==> src/rtl/fetch_stage_pkg.sv <==
// Shared types and constants for the MIPS instruction-fetch stage.
// Imported by the fetch stage, its redirect-target mux and the bench.
package fetch_stage_pkg;

  localparam logic [31:0] RESET_VECTOR = 32'h0000_0000;
  localparam logic [31:0] NOP_INSTR    = 32'h0000_0000;

  typedef enum logic {
    S_IDLE,
    S_WAIT
  } fetch_state_t;

  typedef struct packed {
    logic [31:0] pc;
    logic [31:0] instr;
    logic        valid;
  } if_id_t;

  function automatic logic [31:0] branch_offset(input logic [15:0] imm);
    return {{14{imm[15]}}, imm, 2'b00};
  endfunction

endpackage

==> src/rtl/fetch_stage_if.sv <==
// Instruction-memory read port: single-outstanding request strobe
// and a response valid/data pair.
interface fetch_stage_if;

  logic        imem_req;
  logic [31:0] imem_addr;
  logic        imem_rvalid;
  logic [31:0] imem_rdata;

  modport master (
    output imem_req,
    output imem_addr,
    input  imem_rvalid,
    input  imem_rdata
  );

  modport slave (
    input  imem_req,
    input  imem_addr,
    output imem_rvalid,
    output imem_rdata
  );

endinterface

==> src/rtl/fetch_stage_target.sv <==
// Redirect-target mux for the instruction held in IF/ID.
// Priority is jr > j > branch; reused by later BTB logic.
module fetch_target
  import fetch_stage_pkg::*;
(
  input  logic [31:0] pc_id,
  input  logic [31:0] instr_id,
  input  logic [31:0] jr_pc,
  input  logic        jump_reg,
  input  logic        jump_target,
  input  logic        jump_branch,
  output logic [31:0] target
);

  logic [31:0] seq_pc;

  assign seq_pc = pc_id + 32'd4;

  // flags may overlap, so this is a priority chain
  always_comb begin
    target = seq_pc;
    if (jump_reg) begin
      target = jr_pc;
    end else if (jump_target) begin
      target = {seq_pc[31:28], instr_id[25:0], 2'b00};
    end else if (jump_branch) begin
      target = seq_pc + branch_offset(instr_id[15:0]);
    end
  end

endmodule

==> src/rtl/fetch_stage.sv <==
// MIPS fetch stage: PC, single-outstanding imem reads, IF/ID
// register plus one skid entry, delay-slot-aware redirects.
module fetch_stage
  import fetch_stage_pkg::*;
#(
  parameter logic [31:0] RESET_PC = RESET_VECTOR
) (
  input  logic          clk,
  input  logic          rst_n,
  input  logic          stall,
  input  logic          jump_branch,
  input  logic          jump_target,
  input  logic          jump_reg,
  input  logic [31:0]   jr_pc,
  fetch_stage_if.master imem,
  output logic [31:0]   pc_id,
  output logic [31:0]   instr_id,
  output logic          valid_id
);

  fetch_state_t st, st_nx;
  if_id_t       ifid, ifid_nx;
  if_id_t       hold, hold_nx;
  if_id_t       rsp_ent;
  logic [31:0]  fetch_pc, fetch_pc_nx;
  logic [31:0]  req_pc, req_pc_nx;
  logic [31:0]  target, addr;
  logic [1:0]   used;
  logic         fire, rsp, redirect, issue;

  fetch_target u_target (
    .pc_id       (ifid.pc),
    .instr_id    (ifid.instr),
    .jr_pc       (jr_pc),
    .jump_reg    (jump_reg),
    .jump_target (jump_target),
    .jump_branch (jump_branch),
    .target      (target)
  );

  assign fire     = ifid.valid && !stall;
  assign rsp      = imem.imem_rvalid && (st == S_WAIT);
  assign redirect = fire && (jump_reg || jump_target || jump_branch);
  assign rsp_ent  = '{pc: req_pc, instr: imem.imem_rdata, valid: 1'b1};

  // IF/ID + skid occupancy after this edge; new request must fit too
  assign used  = 2'(ifid.valid) + 2'(hold.valid) + 2'(rsp) - 2'(fire);
  assign issue = rst_n && (st == S_IDLE || rsp) && (used < 2'd2);
  assign addr  = redirect ? target : fetch_pc;

  assign imem.imem_req  = issue;
  assign imem.imem_addr = addr;

  assign pc_id    = ifid.pc;
  assign instr_id = ifid.instr;
  assign valid_id = ifid.valid;

  always_comb begin
    st_nx       = st;
    fetch_pc_nx = fetch_pc;
    req_pc_nx   = req_pc;
    if (issue) begin
      st_nx       = S_WAIT;
      fetch_pc_nx = addr + 32'd4;
      req_pc_nx   = addr;
    end else begin
      if (rsp)      st_nx       = S_IDLE;
      if (redirect) fetch_pc_nx = target;
    end
  end

  always_comb begin
    ifid_nx = ifid;
    hold_nx = hold;
    if (fire || !ifid.valid) begin
      if (hold.valid) begin
        ifid_nx = hold;
        hold_nx = rsp ? rsp_ent : '0;
      end else if (rsp) begin
        ifid_nx = rsp_ent;
      end else if (fire) begin
        ifid_nx.valid = 1'b0;
        ifid_nx.instr = NOP_INSTR;
      end
    end else if (rsp) begin
      hold_nx = rsp_ent;
    end
  end

  always_ff @(posedge clk or negedge rst_n) begin
    if (!rst_n) begin
      st       <= S_IDLE;
      fetch_pc <= RESET_PC;
      req_pc   <= RESET_PC;
      ifid     <= '0;
      hold     <= '0;
    end else begin
      st       <= st_nx;
      fetch_pc <= fetch_pc_nx;
      req_pc   <= req_pc_nx;
      ifid     <= ifid_nx;
      hold     <= hold_nx;
    end
  end

endmodule

==> src/flat_wrapper.sv <==
// flat-port wrapper written by rule: the top's interface ports become plain ports
module fetch_stage_flat import fetch_stage_pkg::*;
#(
  parameter logic [31:0] RESET_PC = RESET_VECTOR
)
  (clk, rst_n, stall, jump_branch, jump_target, jump_reg, jr_pc, pc_id, instr_id, valid_id, imem_imem_req, imem_imem_addr, imem_imem_rvalid, imem_imem_rdata);
  fetch_stage_if imem_i ();
  input  logic clk;
  input  logic rst_n;
  input  logic stall;
  input  logic jump_branch;
  input  logic jump_target;
  input  logic jump_reg;
  input  logic [31:0] jr_pc;
  output logic [31:0] pc_id;
  output logic [31:0] instr_id;
  output logic valid_id;
  output wire logic [$bits(imem_i.imem_req)-1:0] imem_imem_req;
  output wire logic [$bits(imem_i.imem_addr)-1:0] imem_imem_addr;
  input wire logic [$bits(imem_i.imem_rvalid)-1:0] imem_imem_rvalid;
  input wire logic [$bits(imem_i.imem_rdata)-1:0] imem_imem_rdata;
  assign imem_imem_req = imem_i.imem_req;
  assign imem_imem_addr = imem_i.imem_addr;
  assign imem_i.imem_rvalid = imem_imem_rvalid;
  assign imem_i.imem_rdata = imem_imem_rdata;
  fetch_stage #(.RESET_PC(RESET_PC)) u_core (.clk(clk), .rst_n(rst_n), .stall(stall), .jump_branch(jump_branch), .jump_target(jump_target), .jump_reg(jump_reg), .jr_pc(jr_pc), .imem(imem_i), .pc_id(pc_id), .instr_id(instr_id), .valid_id(valid_id));
endmodule
==> config.mk <==
export PLATFORM = sky130hd
export DESIGN_NAME = fetch_stage_flat
export DESIGN_NICKNAME = d
export VERILOG_FILES = /design/src/rtl/fetch_stage_pkg.sv /design/src/rtl/fetch_stage_if.sv /design/src/rtl/fetch_stage_target.sv /design/src/rtl/fetch_stage.sv /design/src/flat_wrapper.sv
export SDC_FILE = /design/constraint.sdc
export NUM_CORES = 1
export LEC_CHECK = 0
export ABC_AREA = 1
export CELL_PAD_IN_SITES_DETAIL_PLACEMENT = 0
export CELL_PAD_IN_SITES_GLOBAL_PLACEMENT = 1
export CORE_MARGIN = 8
export CORE_UTILIZATION = 40
export DETAILED_ROUTE_END_ITERATION = 16
export GPL_TIMING_DRIVEN = 0
export PLACE_DENSITY_LB_ADDON = 0.1
export SLEW_MARGIN = 5
export SYNTH_ARGS = -nofsm -noshare
export SYNTH_HDL_FRONTEND = slang
export SYNTH_SLANG_ARGS = --single-unit
==> constraint.sdc <==
create_clock -name clk -period 4.29 [get_ports clk]
set_clock_uncertainty 0.15 [all_clocks]
set_input_delay 0.429 -clock clk [delete_from_list [all_inputs] [get_ports clk]]
set_output_delay 0.429 -clock clk [all_outputs]
set_load 0.02 [all_outputs]
==> results of run 1 <==
## synth_stat cells (9+ instances only)
library cell	number
o21ai_0	112
o22ai_1	66
ha_1	34
nand4_1	21
nor3_1	17
a21oi_1	88
o211ai_1	36
dfrtp_1	195
inv_2	13
inv_1	303
nand2_1	514
nor2_2	9
buf_2	12
clkbuf_1	53
a31oi_1	31
nand3_1	132
nor2_1	170
xor2_1	25
## flip-flops by register name, indices dropped and copies added (netlist names)
signal and count:
u_core.hold 65, u_core.fetch_pc 32, u_core.instr_id 32, u_core.pc_id 32, u_core.req_pc 32, u_core.st 1
u_core.valid_id 1
## layer usage
metal | up-vias | routed length, µm | GRT usage [%]
met4 | 0 | 2060 | 10.5
met3 | 85 | 3820 | 5.74
li1 | 6586 | - | -
met1 | 6553 | 23200 | 36.0
met5 | - | 0 | 0
met2 | 454 | 23200 | 41.7
## worst max-delay path by stage
stage | from | end | slack, ps | depth (start not counted)
finish | u_core.pc_id[3]$_DFFE_PN0P_ | imem_imem_addr[29] | 110 | 19
global route | u_core.pc_id[4]$_DFFE_PN0P_ | imem_imem_addr[29] | -140 | 22
CTS | u_core.pc_id[4]$_DFFE_PN0P_ | imem_imem_addr[29] | -130 | 22
detailed placement | u_core.pc_id[3]$_DFFE_PN0P_ | imem_imem_addr[29] | -1020 | 21
global placement | rst_n | imem_imem_req | -6960 | 7
floorplan | u_core.pc_id[2]$_DFFE_PN0P_ | u_core.fetch_pc[31]$_DFF_PN0_ | 430 | 24
## tightest hold or removal path, cell delays in order
cell     delay (ps)
buf_2           200
nor2_4           90
nand2_1          70
a31oi_1         110
## report_power, final
group	total [mW]	internal (mW)	switching, mW
clock network	1.76	0.953	0.805
registers	3.55	2.76	0.796
logic	8.57	3.16	5.41
total	13.9	6.87	7.01
## final cells by class
type | instances | area, µm²
inverter | 317 | 1200
buffer | 73 | 320
multi-input combinational | 1302 | 7510
clock inverter | 14 | 190
clock buffer | 18 | 439
sequential | 195 | 4900
timing repair buffer | 236 | 2230
fill | 3122 | 14200
tap | 402 | 503
## timing repair
item	CTS	global route
pin swaps	23	49
gates resized for setup	205	181
endpoints found under the hold margin	39	0
setup endpoints to repair	47	43
setup buffers	26	36
gates cloned	0	0
hold buffers	5	0
## placed cells by master (no fill, tap or decap), drive strengths merged
master / netlist / final
clkinvlp: 0 / 2
inv: 316 / 320
clkinv: 1 / 6
bufinv: 0 / 3
clkbuf: 53 / 77
a21oi: 98 / 98
nor4: 3 / 3
dlygate4sd3: 0 / 2
nand2: 519 / 519
nor3: 18 / 18
o21ai: 121 / 121
nand4: 21 / 21
clkdlybuf4s50: 0 / 140
ha: 34 / 34
o22ai: 66 / 66
o211ai: 36 / 36
nand3: 132 / 132
nor3b: 2 / 2
xor2: 25 / 25
dfrtp: 195 / 195
dlymetal6s2s: 0 / 3
dlygate4sd2: 0 / 4
and2: 3 / 3
nand3b: 2 / 2
or2: 3 / 3
nor2: 181 / 181
a21o: 2 / 2
clkdlybuf4s15: 0 / 1
a31oi: 31 / 31
o21a: 3 / 3
fa: 1 / 1
buf: 22 / 100
o21bai: 1 / 1
## cell families after synthesis
kind of cell / after synthesis
XOR/XNOR: 25
flip-flops: 195
adder cells (fa/ha/maj): 35
AO/OA/AOI/OAI: 358
AND/OR/NAND/NOR: 884
buffers and inverters: 392
## metrics by stage
step | TNS [ps] | cells | hold WS [ps] | util, %
after floorplan | 0 | 1889 | -16.6 | -
after global placement | -1586990 | 2458 | 353 | 47.5
after detailed placement | -20220 | 2460 | 198 | 47.7
after CTS | -137 | 2521 | 345 | 52.3
after global routing | -394 | 2557 | 388 | 55.0
final | 0 | 2557 | 358 | 55.0
==> results.json, run 1 <==
{
  "clockBufferDepth": 2,
  "nets": 2248,
  "antenna_cells": 0,
  "yosys_warnings": 0,
  "final_hold_viol_count": 0,
  "grt_overflow_total": 0,
  "cp_top_family": "simple AND/OR/NAND/NOR gates",
  "synth_top_area_cell": "dfrtp_1",
  "timing.final.ws_setup_ps": 114,
  "synth_cell_types": 37,
  "first_pass_iters": 6,
  "period_needed_ps": 4180,
  "die_width_um": 195,
  "core_mm2": 0.0315,
  "status": "completed",
  "drive_gt1_share_pct": 18.6,
  "min_to": "u_core.fetch_pc[0]$_DFF_PN0_",
  "synth_seq_area_share_pct": 38.2,
  "hold_path.startpoint": "jump_reg",
  "antenna_found_initial": 1,
  "portBuffers": 167,
  "synth_top_family_by_area": "simple AND/OR/NAND/NOR gates",
  "hold_depth": 4,
  "max_slew.worst_pin.slew_ps": 1060,
  "mappedNetlistArea_mm2": 0.0128,
  "end_kind": "output port",
  "avgSynthCellArea_um2": 6.77,
  "grt_max_degree": 81,
  "drt_iter0_drc": 1239,
  "async_flop_share_pct": 100,
  "cts_buffers": 17,
  "synth_fa_ha_area_share_pct": 3.49,
  "htreeDepth": 4,
  "synth_edf_count": 0,
  "final-max-slew-violation-count": 0,
  "grt_pass1_wl_um": 78400,
  "routedWlPerCell_um": 20.4,
  "start_util_pct": 40.6,
  "rows": 65,
  "clock.fmax_ghz": 0.239,
  "synth_area_leaders": "dfrtp_1 38%, nand2_1 15%, inv_1 8.9%, nand3_1 5.2%, nor2_1 5.0%",
  "crit_fanout": 5,
  "vias_per_cell": 5.35,
  "r2r-start": "u_core.pc_id[2]$_DFFE_PN0P_",
  "clk_pin_slew_ps": 80,
  "period_share_pct": 97.3,
  "crit_buf_inv": 2,
  "ant_nets": 0,
  "final_area_mm2": 0.0173,
  "grt_usage_pct": 26.8,
  "place_area_mm2": 0.0150,
  "r2r_cells": 25,
  "crit_chain": "ha_4 -> nand2_2 -> nor2_4 -> nand2_4 -> nor2_4 -> xor2_4 -> inv_2 -> ha_4 -> a21oi_4 -> o21a_1 -> nand2_1 -> a21oi_1 -> nand2_1 -> nand2_1 -> nand3_1 -> nand2_1 -> nand2_1 -> a21oi_4 -> buf_2",
  "r2r_end": "u_core.fetch_pc[31]$_DFF_PN0_",
  "clk_latency_ps": 460,
  "power.density_mw_per_mm2": 802,
  "synth_mux_area_share_pct": 0,
  "clock_sinks": 195,
  "synth_top_area_share_pct": 38.2,
  "syn_to_final_growth_pct": 35.4,
  "synthSimpleGateAreaFrac_pct": 28.6,
  "first_global_vias": 13300,
  "synth-compound-area-share_pct": 16.2,
  "start_kind": "flop",
  "die_y_um": 195,
  "clockRootBuffer": "clkbuf_16",
  "place_ws_ps": -1020,
  "finalPower_mw": 13.9,
  "max_cap_viol_count": 0,
  "drt_drc_violations_left": 0,
  "rsz0062_at_grt": "true",
  "r2r_setup_slack_ps": 210,
  "hpwl_um": 40400,
  "power_leakage_nw": 7.93,
  "cts_tree": "done",
  "critPathMaxStageDelay_ps": 470,
  "yosys.area_share.xor_xnor_pct": 1.71,
  "drt-total-wl_um": 52300,
  "cp.required_ps": 3710,
  "place_congestion": 0.940,
  "hold_path_class": "in -> reg",
  "pin_count": 169,
  "synth_fp_nets": 1995,
  "num_vias": 13700,
  "synthCells": 1889,
  "setup_viol": 0,
  "crit_top_cell": "nand2_1",
  "die-area_mm2": 0.0379,
  "ir_worst_vdd_uv": 496,
  "crit_slowest_cell": "dfrtp_2",
  "synth-seq-cells": 195,
  "max_slew_margin_pct": 29.1,
  "arrival_ps": 3600,
  "ys.flop_type": "dfrtp_1",
  "critPathKind": "reg -> out"
}
Note: power is estimated with default switching activity, not from simulation.
==> run 2: changes to the inputs <==
--- a/config.mk
+++ b/config.mk
@@ -5,11 +5,10 @@
 export SDC_FILE = /design/constraint.sdc
 export NUM_CORES = 1
 export LEC_CHECK = 0
-export ABC_AREA = 1
 export CELL_PAD_IN_SITES_DETAIL_PLACEMENT = 0
 export CELL_PAD_IN_SITES_GLOBAL_PLACEMENT = 1
 export CORE_MARGIN = 8
-export CORE_UTILIZATION = 40
+export CORE_UTILIZATION = 42
 export DETAILED_ROUTE_END_ITERATION = 16
 export GPL_TIMING_DRIVEN = 0
 export PLACE_DENSITY_LB_ADDON = 0.1
==> run 2 against run 1 <==
Compared with the run above: the flow now finishes with violations (negative setup slack); via count decreased by 17%; critical path depth is 1 lower; sequential cell count stayed put; critical path type unchanged; critical endpoint is now imem_imem_addr[31]; largest power group unchanged.
==> results.json, run 2 <==
{
  "largest_reg_flops": 65,
  "grt_pass1_wl_um": 67500,
  "num_vias": 11400,
  "arrival_ps": 4440,
  "status": "finished with violations",
  "crit_slowest_cell": "dfrtp_2",
  "rsz0062_at_grt": "true",
  "routedWlPerCell_um": 23.9,
  "max_cap_viol_count": 0,
  "setup_viol": 27,
  "max_slew_margin_pct": 10.6,
  "start_util_pct": 42.8,
  "final_common_cell": "dfrtp_1",
  "clock.fmax_ghz": 0.199,
  "rows": 60,
  "async_flop_share_pct": 100,
  "synthCells": 1249,
  "violations": "negative setup slack",
  "ir_worst_vdd_uv": 408,
  "drt_drc_violations_left": 0,
  "place_congestion": 0.917,
  "crit_fanout": 3,
  "timing.final.ws_setup_ps": -733,
  "clk_pin_slew_ps": 90,
  "die_width_um": 182,
  "yosys_warnings": 0,
  "htreeDepth": 4,
  "cts_tree": "done",
  "crit_chain": "ha_4 -> and4_4 -> nand4_1 -> buf_6 -> nand2b_4 -> xnor2_4 -> ha_4 -> buf_8 -> a21o_1 -> a311o_1 -> a22oi_2 -> nand4_4 -> a2111oi_4 -> o21a_1 -> nor3_2 -> xnor2_2 -> o21ai_2 -> buf_6",
  "power.density_mw_per_mm2": 858,
  "drt-total-wl_um": 45100,
  "synth_top_area_share_pct": 42.1,
  "die-area_mm2": 0.0331,
  "first_global_vias": 11300,
  "synth_area_leaders": "dfrtp_1 42%, nand2_1 5.6%, a22o_1 5.0%, ha_1 3.7%, mux2i_1 3.3%",
  "clockBufferDepth": 2,
  "max_slew.worst_pin.slew_ps": 1340,
  "cts_buffers": 17,
  "r2r-start": "u_core.pc_id[3]$_DFFE_PN0P_",
  "core_mm2": 0.0270,
  "pin_count": 169,
  "period_share_pct": 117,
  "antenna_cells": 0,
  "r2r_cells": 22,
  "finalPower_mw": 14.1,
  "synth_seq_area_share_pct": 42.1,
  "synth_cell_types": 92,
  "vias_per_cell": 6.02,
  "first_pass_iters": 5,
  "place_ws_ps": -1370,
  "hold_path_class": "reg -> reg",
  "antenna_found_initial": 0,
  "portBuffers": 166,
  "start_kind": "flop",
  "power_leakage_nw": 6.96,
  "ant_nets": 0,
  "hpwl_um": 31400,
  "critPathKind": "reg -> out",
  "drive_gt1_share_pct": 24.8,
  "grt_usage_pct": 26.4,
  "final_hold_viol_count": 0,
  "worstSetupEndpoint": "imem_imem_addr[31]",
  "r2r_setup_slack_ps": -350,
  "synth_fp_nets": 1355,
  "synth_top_area_cell": "dfrtp_1",
  "r2r_end": "u_core.fetch_pc[31]$_DFF_PN0_",
  "cp_top_family": "compound AO/OA/AOI/OAI gates",
  "synth_most_common_cell": "dfrtp_1",
  "grt_max_degree": 110,
  "num-fill-cells": 2345,
  "clock_sinks": 195,
  "mappedNetlistArea_mm2": 0.0116,
  "critPathMaxStageDelay_ps": 400,
  "final-max-slew-violation-count": 0,
  "layout_common_cells": "182 x dfrtp_1, 164 x nand2_1, 140 x clkdlybuf4s50_1",
  "clk_latency_ps": 450,
  "crit_buf_inv": 3,
  "cp.required_ps": 3710,
  "end_kind": "output port",
  "clockRootBuffer": "clkbuf_16",
  "syn_to_final_growth_pct": 42.0,
  "period_needed_ps": 5020,
  "crit_start": "u_core.pc_id[3]$_DFFE_PN0P_",
  "avgSynthCellArea_um2": 9.27,
  "grt_overflow_total": 0,
  "synth_edf_count": 0,
  "nets": 1641,
  "die_y_um": 182,
  "drt_iter0_drc": 1188,
  "regMostFlops": "u_core.hold",
  "path_depth": 18,
  "ys.flop_type": "dfrtp_1",
  "synth-seq-cells": 195,
  "netlist_top_cells_count": "195 x dfrtp_1, 172 x nand2_1, 98 x nor2_1"
}
## run 2: cell types whose count changed in the layout (fill, tap and decap cells not counted), sizes merged, moves of 40 or more
| cell | before | now |
|---|---|---|
| nand2 | 519 | 174 |
| o22ai | 66 | 7 |
| buf | 100 | 146 |
| inv | 320 | 43 |
| nor2 | 181 | 100 |
| xnor2 | 0 | 40 |
| a22o | 0 | 66 |
| nand3 | 132 | 34 |
| o21ai | 121 | 81 |
## run 2: through the flow
step	cells	cell area, µm²	util, %	hold slack [ps]	TNS (ps)
final	1889	16400	60.8	355	-6480
after global routing	1889	16400	60.8	375	-10920
after CTS	1848	15700	58.0	357	-7190
after detailed placement	1759	13800	51.0	336	-30050
after global placement	1756	13700	50.8	335	-1552110
after floorplan	1249	11600	-	-16.6	-9.10
## run 2: repair_timing
item,in CTS,in global routing
cloned,0,0
pin swaps,64,77
buffers inserted,61,42
setup endpoints to repair,52,48
hold buffers,1,0
gates resized for setup,237,127
endpoints found under the hold margin,87,0
## run 2: layer usage
metal | track usage, % | vias up | routed length (µm)
li1 | - | 5121 | -
met5 | 0 | - | 0
met4 | 9.87 | 0 | 1690
met1 | 34.3 | 5669 | 19000
met2 | 43.1 | 491 | 21400
met3 | 4.87 | 95 | 3020
## run 2: cells by family after synthesis
family / Yosys count / synth area share [%]
AND/OR/NAND/NOR: 428 / 18.3
AO/OA/AOI/OAI: 377 / 23.2
flip-flops: 195 / 42.1
buffers and inverters: 110 / 4.15
XOR/XNOR: 64 / 4.84
multiplexers: 40 / 3.48
adder cells (fa/ha/maj): 35 / 3.85
## run 2: worst min-delay path: cells and delay by family (launching register included)
family / cells / cell delay [ps]
flops: 1 / 370
simple gates: 2 / 100
## run 2: how the worst min path moves through the flow
stage                                   from                              end  slack [ps]  cells after the start
2_1_floorplan                          rst_n     u_core.fetch_pc[0]$_DFF_PN0_         -20                      0
3_3_place_gp    u_core.req_pc[9]$_DFFE_PN0P_     u_core.req_pc[9]$_DFFE_PN0P_         330                      2
3_5_place_dp                           rst_n  u_core.instr_id[27]$_DFFE_PN0P_         340                      1
6_report       u_core.req_pc[13]$_DFFE_PN0P_    u_core.req_pc[13]$_DFFE_PN0P_         350                      2
4_1_cts        u_core.req_pc[13]$_DFFE_PN0P_    u_core.req_pc[13]$_DFFE_PN0P_         360                      2
5_1_grt          u_core.hold[30]$_DFFE_PN0P_      u_core.hold[30]$_DFFE_PN0P_         370                      1
## run 2: area by class of cell
cell class | count | area [µm²] | area share [%]
Multi-Input combinational cell | 944 | 7410 | 45.1
Inverter | 35 | 134 | 0.814
Clock inverter | 15 | 220 | 1.34
Tap cell | 341 | 427 | 2.60
Buffer | 70 | 367 | 2.23
Timing Repair Buffer | 272 | 2560 | 15.6
Sequential cell | 195 | 4900 | 29.8
Clock buffer | 17 | 425 | 2.59
## run 2: where the power goes
part / total, mW / internal (mW) / switching, mW
sequential: 3.52 / 2.68 / 0.838
combinational: 8.79 / 3.98 / 4.81
clock: 1.79 / 0.867 / 0.922
==> run 3: changes to the inputs <==
--- a/config.mk
+++ b/config.mk
@@ -12,7 +12,8 @@
 export DETAILED_ROUTE_END_ITERATION = 16
 export GPL_TIMING_DRIVEN = 0
 export PLACE_DENSITY_LB_ADDON = 0.1
-export SLEW_MARGIN = 5
+export SLEW_MARGIN = 30
 export SYNTH_ARGS = -nofsm -noshare
 export SYNTH_HDL_FRONTEND = slang
 export SYNTH_SLANG_ARGS = --single-unit
+export TNS_END_PERCENT = 1
==> run 3 against run 2 <==
Compared with the run above: the run still ends with negative setup slack left; final cell count down 3.7%; non-clock buffer count down 70; combinational power decreased by 15%; register-to-register slack lost 220 ps; utilization shrank 4.3 points; sequential power barely moved; largest cell class unchanged.
==> results.json, run 3 (synthesis gave the netlist of run 2 again) <==
{
  "critPathKind": "reg -> out",
  "clk_pin_slew_ps": 90,
  "critPathMaxStageDelay_ps": 420,
  "die_width_um": 182,
  "start_kind": "flop",
  "vias_per_cell": 5.89,
  "drt_iter0_drc": 1053,
  "rsz0062_at_grt": "true",
  "num_vias": 10700,
  "routedWlPerCell_um": 23.0,
  "place_inst": 1760,
  "r2r_cells": 20,
  "final_hold_viol_count": 0,
  "final-max-slew-violation-count": 0,
  "path_depth": 17,
  "clock_sinks": 195,
  "crit_start": "u_core.pc_id[3]$_DFFE_PN0P_",
  "grt_usage_pct": 25.0,
  "final_area_mm2": 0.0153,
  "use_met2_pct": 40.9,
  "hpwl_um": 31500,
  "arrival_ps": 4430,
  "syn_to_final_growth_pct": 32.1,
  "cts_tree": "done",
  "r2r_setup_slack_ps": -570,
  "grt_use_met3_pct": 4.67,
  "max_slew.worst_pin.slew_ps": 1040,
  "crit_chain": "ha_4 -> and4_4 -> nand4_1 -> nand2b_4 -> xnor2_4 -> ha_4 -> buf_8 -> a21o_1 -> a311o_1 -> a22oi_2 -> nand4_4 -> a2111oi_4 -> nor3_2 -> nor3_2 -> xnor2_2 -> o21ai_2 -> buf_6",
  "status": "finished with violations",
  "max_cap_viol_count": 0,
  "grt_pass1_wl_um": 63800,
  "top_usage_layer": "met2",
  "power_leakage_nw": 6.50,
  "cp.required_ps": 3710,
  "layout_common_cells": "182 x dfrtp_1, 168 x nand2_1, 146 x clkdlybuf4s50_1",
  "first_global_vias": 10800,
  "nets": 1571,
  "place_congestion": 0.900,
  "grt_max_degree": 80,
  "r2r_end": "u_core.fetch_pc[31]$_DFF_PN0_",
  "clock.fmax_ghz": 0.200,
  "r2r-start": "u_core.pc_id[3]$_DFFE_PN0P_",
  "setup_viol": 40,
  "pin_count": 169,
  "crit_slowest_cell": "dfrtp_2",
  "worstSetupEndpoint": "imem_imem_addr[31]",
  "violations": "negative setup slack",
  "start_util_pct": 42.8,
  "clockRootBuffer": "clkbuf_16",
  "htreeDepth": 4,
  "num-fill-cells": 2459,
  "period_share_pct": 117,
  "crit_fanout": 4,
  "regMostFlops": "u_core.hold",
  "cts_buffers": 17,
  "grt_overflow_total": 0,
  "crit_buf_inv": 2,
  "clk_latency_ps": 460,
  "timing.final.ws_setup_ps": -719,
  "power.density_mw_per_mm2": 832,
  "portBuffers": 166,
  "antenna_found_initial": 0,
  "max_slew_margin_pct": 30.7,
  "setup_tns_ps": -13810,
  "cp_top_family": "compound AO/OA/AOI/OAI gates",
  "largest_reg_flops": 65,
  "grt_use_met1_pct": 33.1,
  "end_kind": "output port",
  "rows": 60,
  "drt-total-wl_um": 41800,
  "period_needed_ps": 5010,
  "drive_gt1_share_pct": 16.4,
  "clockBufferDepth": 2,
  "die_y_um": 182,
  "first_pass_iters": 5,
  "ant_nets": 0,
  "stdcell_count": 1819,
  "hold_path_class": "in -> async",
  "drt_drc_violations_left": 0,
  "place_area_mm2": 0.0138,
  "die-area_mm2": 0.0331,
  "ir_worst_vdd_uv": 470,
  "final_common_cell": "dfrtp_1",
  "holdWs_ps": 328,
  "core_mm2": 0.0270,
  "antenna_cells": 0
}
[run 3: how the worst min path moves through the flow]
stage / from / to / slack (ps)
2_1_floorplan: rst_n / u_core.fetch_pc[0]$_DFF_PN0_ / -20
3_3_place_gp: u_core.req_pc[9]$_DFFE_PN0P_ / u_core.req_pc[9]$_DFFE_PN0P_ / 330
3_5_place_dp: rst_n / u_core.instr_id[30]$_DFFE_PN0P_ / 250
4_1_cts: rst_n / u_core.instr_id[30]$_DFFE_PN0P_ / 350
5_1_grt: rst_n / u_core.instr_id[29]$_DFFE_PN0P_ / 360
6_report: rst_n / u_core.instr_id[30]$_DFFE_PN0P_ / 330
[run 3: routing by layer]
layer | wire length (µm) | vias to the layer above
met3 | 2410 | 58
met1 | 18600 | 5326
met2 | 19700 | 356
li1 | - | 4976
met5 | 0 | -
met4 | 1020 | 0
[run 3: timing repair]
item / in CTS / in global routing
endpoints found under the hold margin: 62 / 0
endpoints found under the setup margin: 53 / 48
resized for setup: 118 / 50
pin swaps: 33 / 20
buffers inserted: 20 / 9
hold buffers: 1 / 0
[run 3: report_power, final]
group / switching (mW) / total, mW / internal, mW / leakage (nW)
Clock: 0.909 / 1.77 / 0.865 / 0.311
Combinational: 4.27 / 7.44 / 3.17 / 3.76
Sequential: 0.818 / 3.50 / 2.69 / 2.43
Total: 5.99 / 12.7 / 6.72 / 6.50
[run 3: final cells by class]
class / count / area [µm²] / share of cell area, %
multi-input cells: 944 / 6890 / 45.1
flip-flops and latches: 195 / 4900 / 32.0
repair buffers: 200 / 1940 / 12.7
well taps: 341 / 427 / 2.79
clock buffers: 17 / 425 / 2.78
plain buffers: 72 / 360 / 2.36
clock inverters: 15 / 220 / 1.44
inverters: 35 / 131 / 0.859
[run 3: per-stage QoR]
stage	total power [mW]	setup WS (ps)	utilization [%]
2_1_floorplan	7.57	-52.6	-
3_3_place_gp	10.1	-6700	50.8
3_5_place_dp	10.2	-1490	51.1
4_1_cts	12.5	-820	55.8
5_1_grt	13.5	-879	56.6
6_report	12.7	-719	56.6
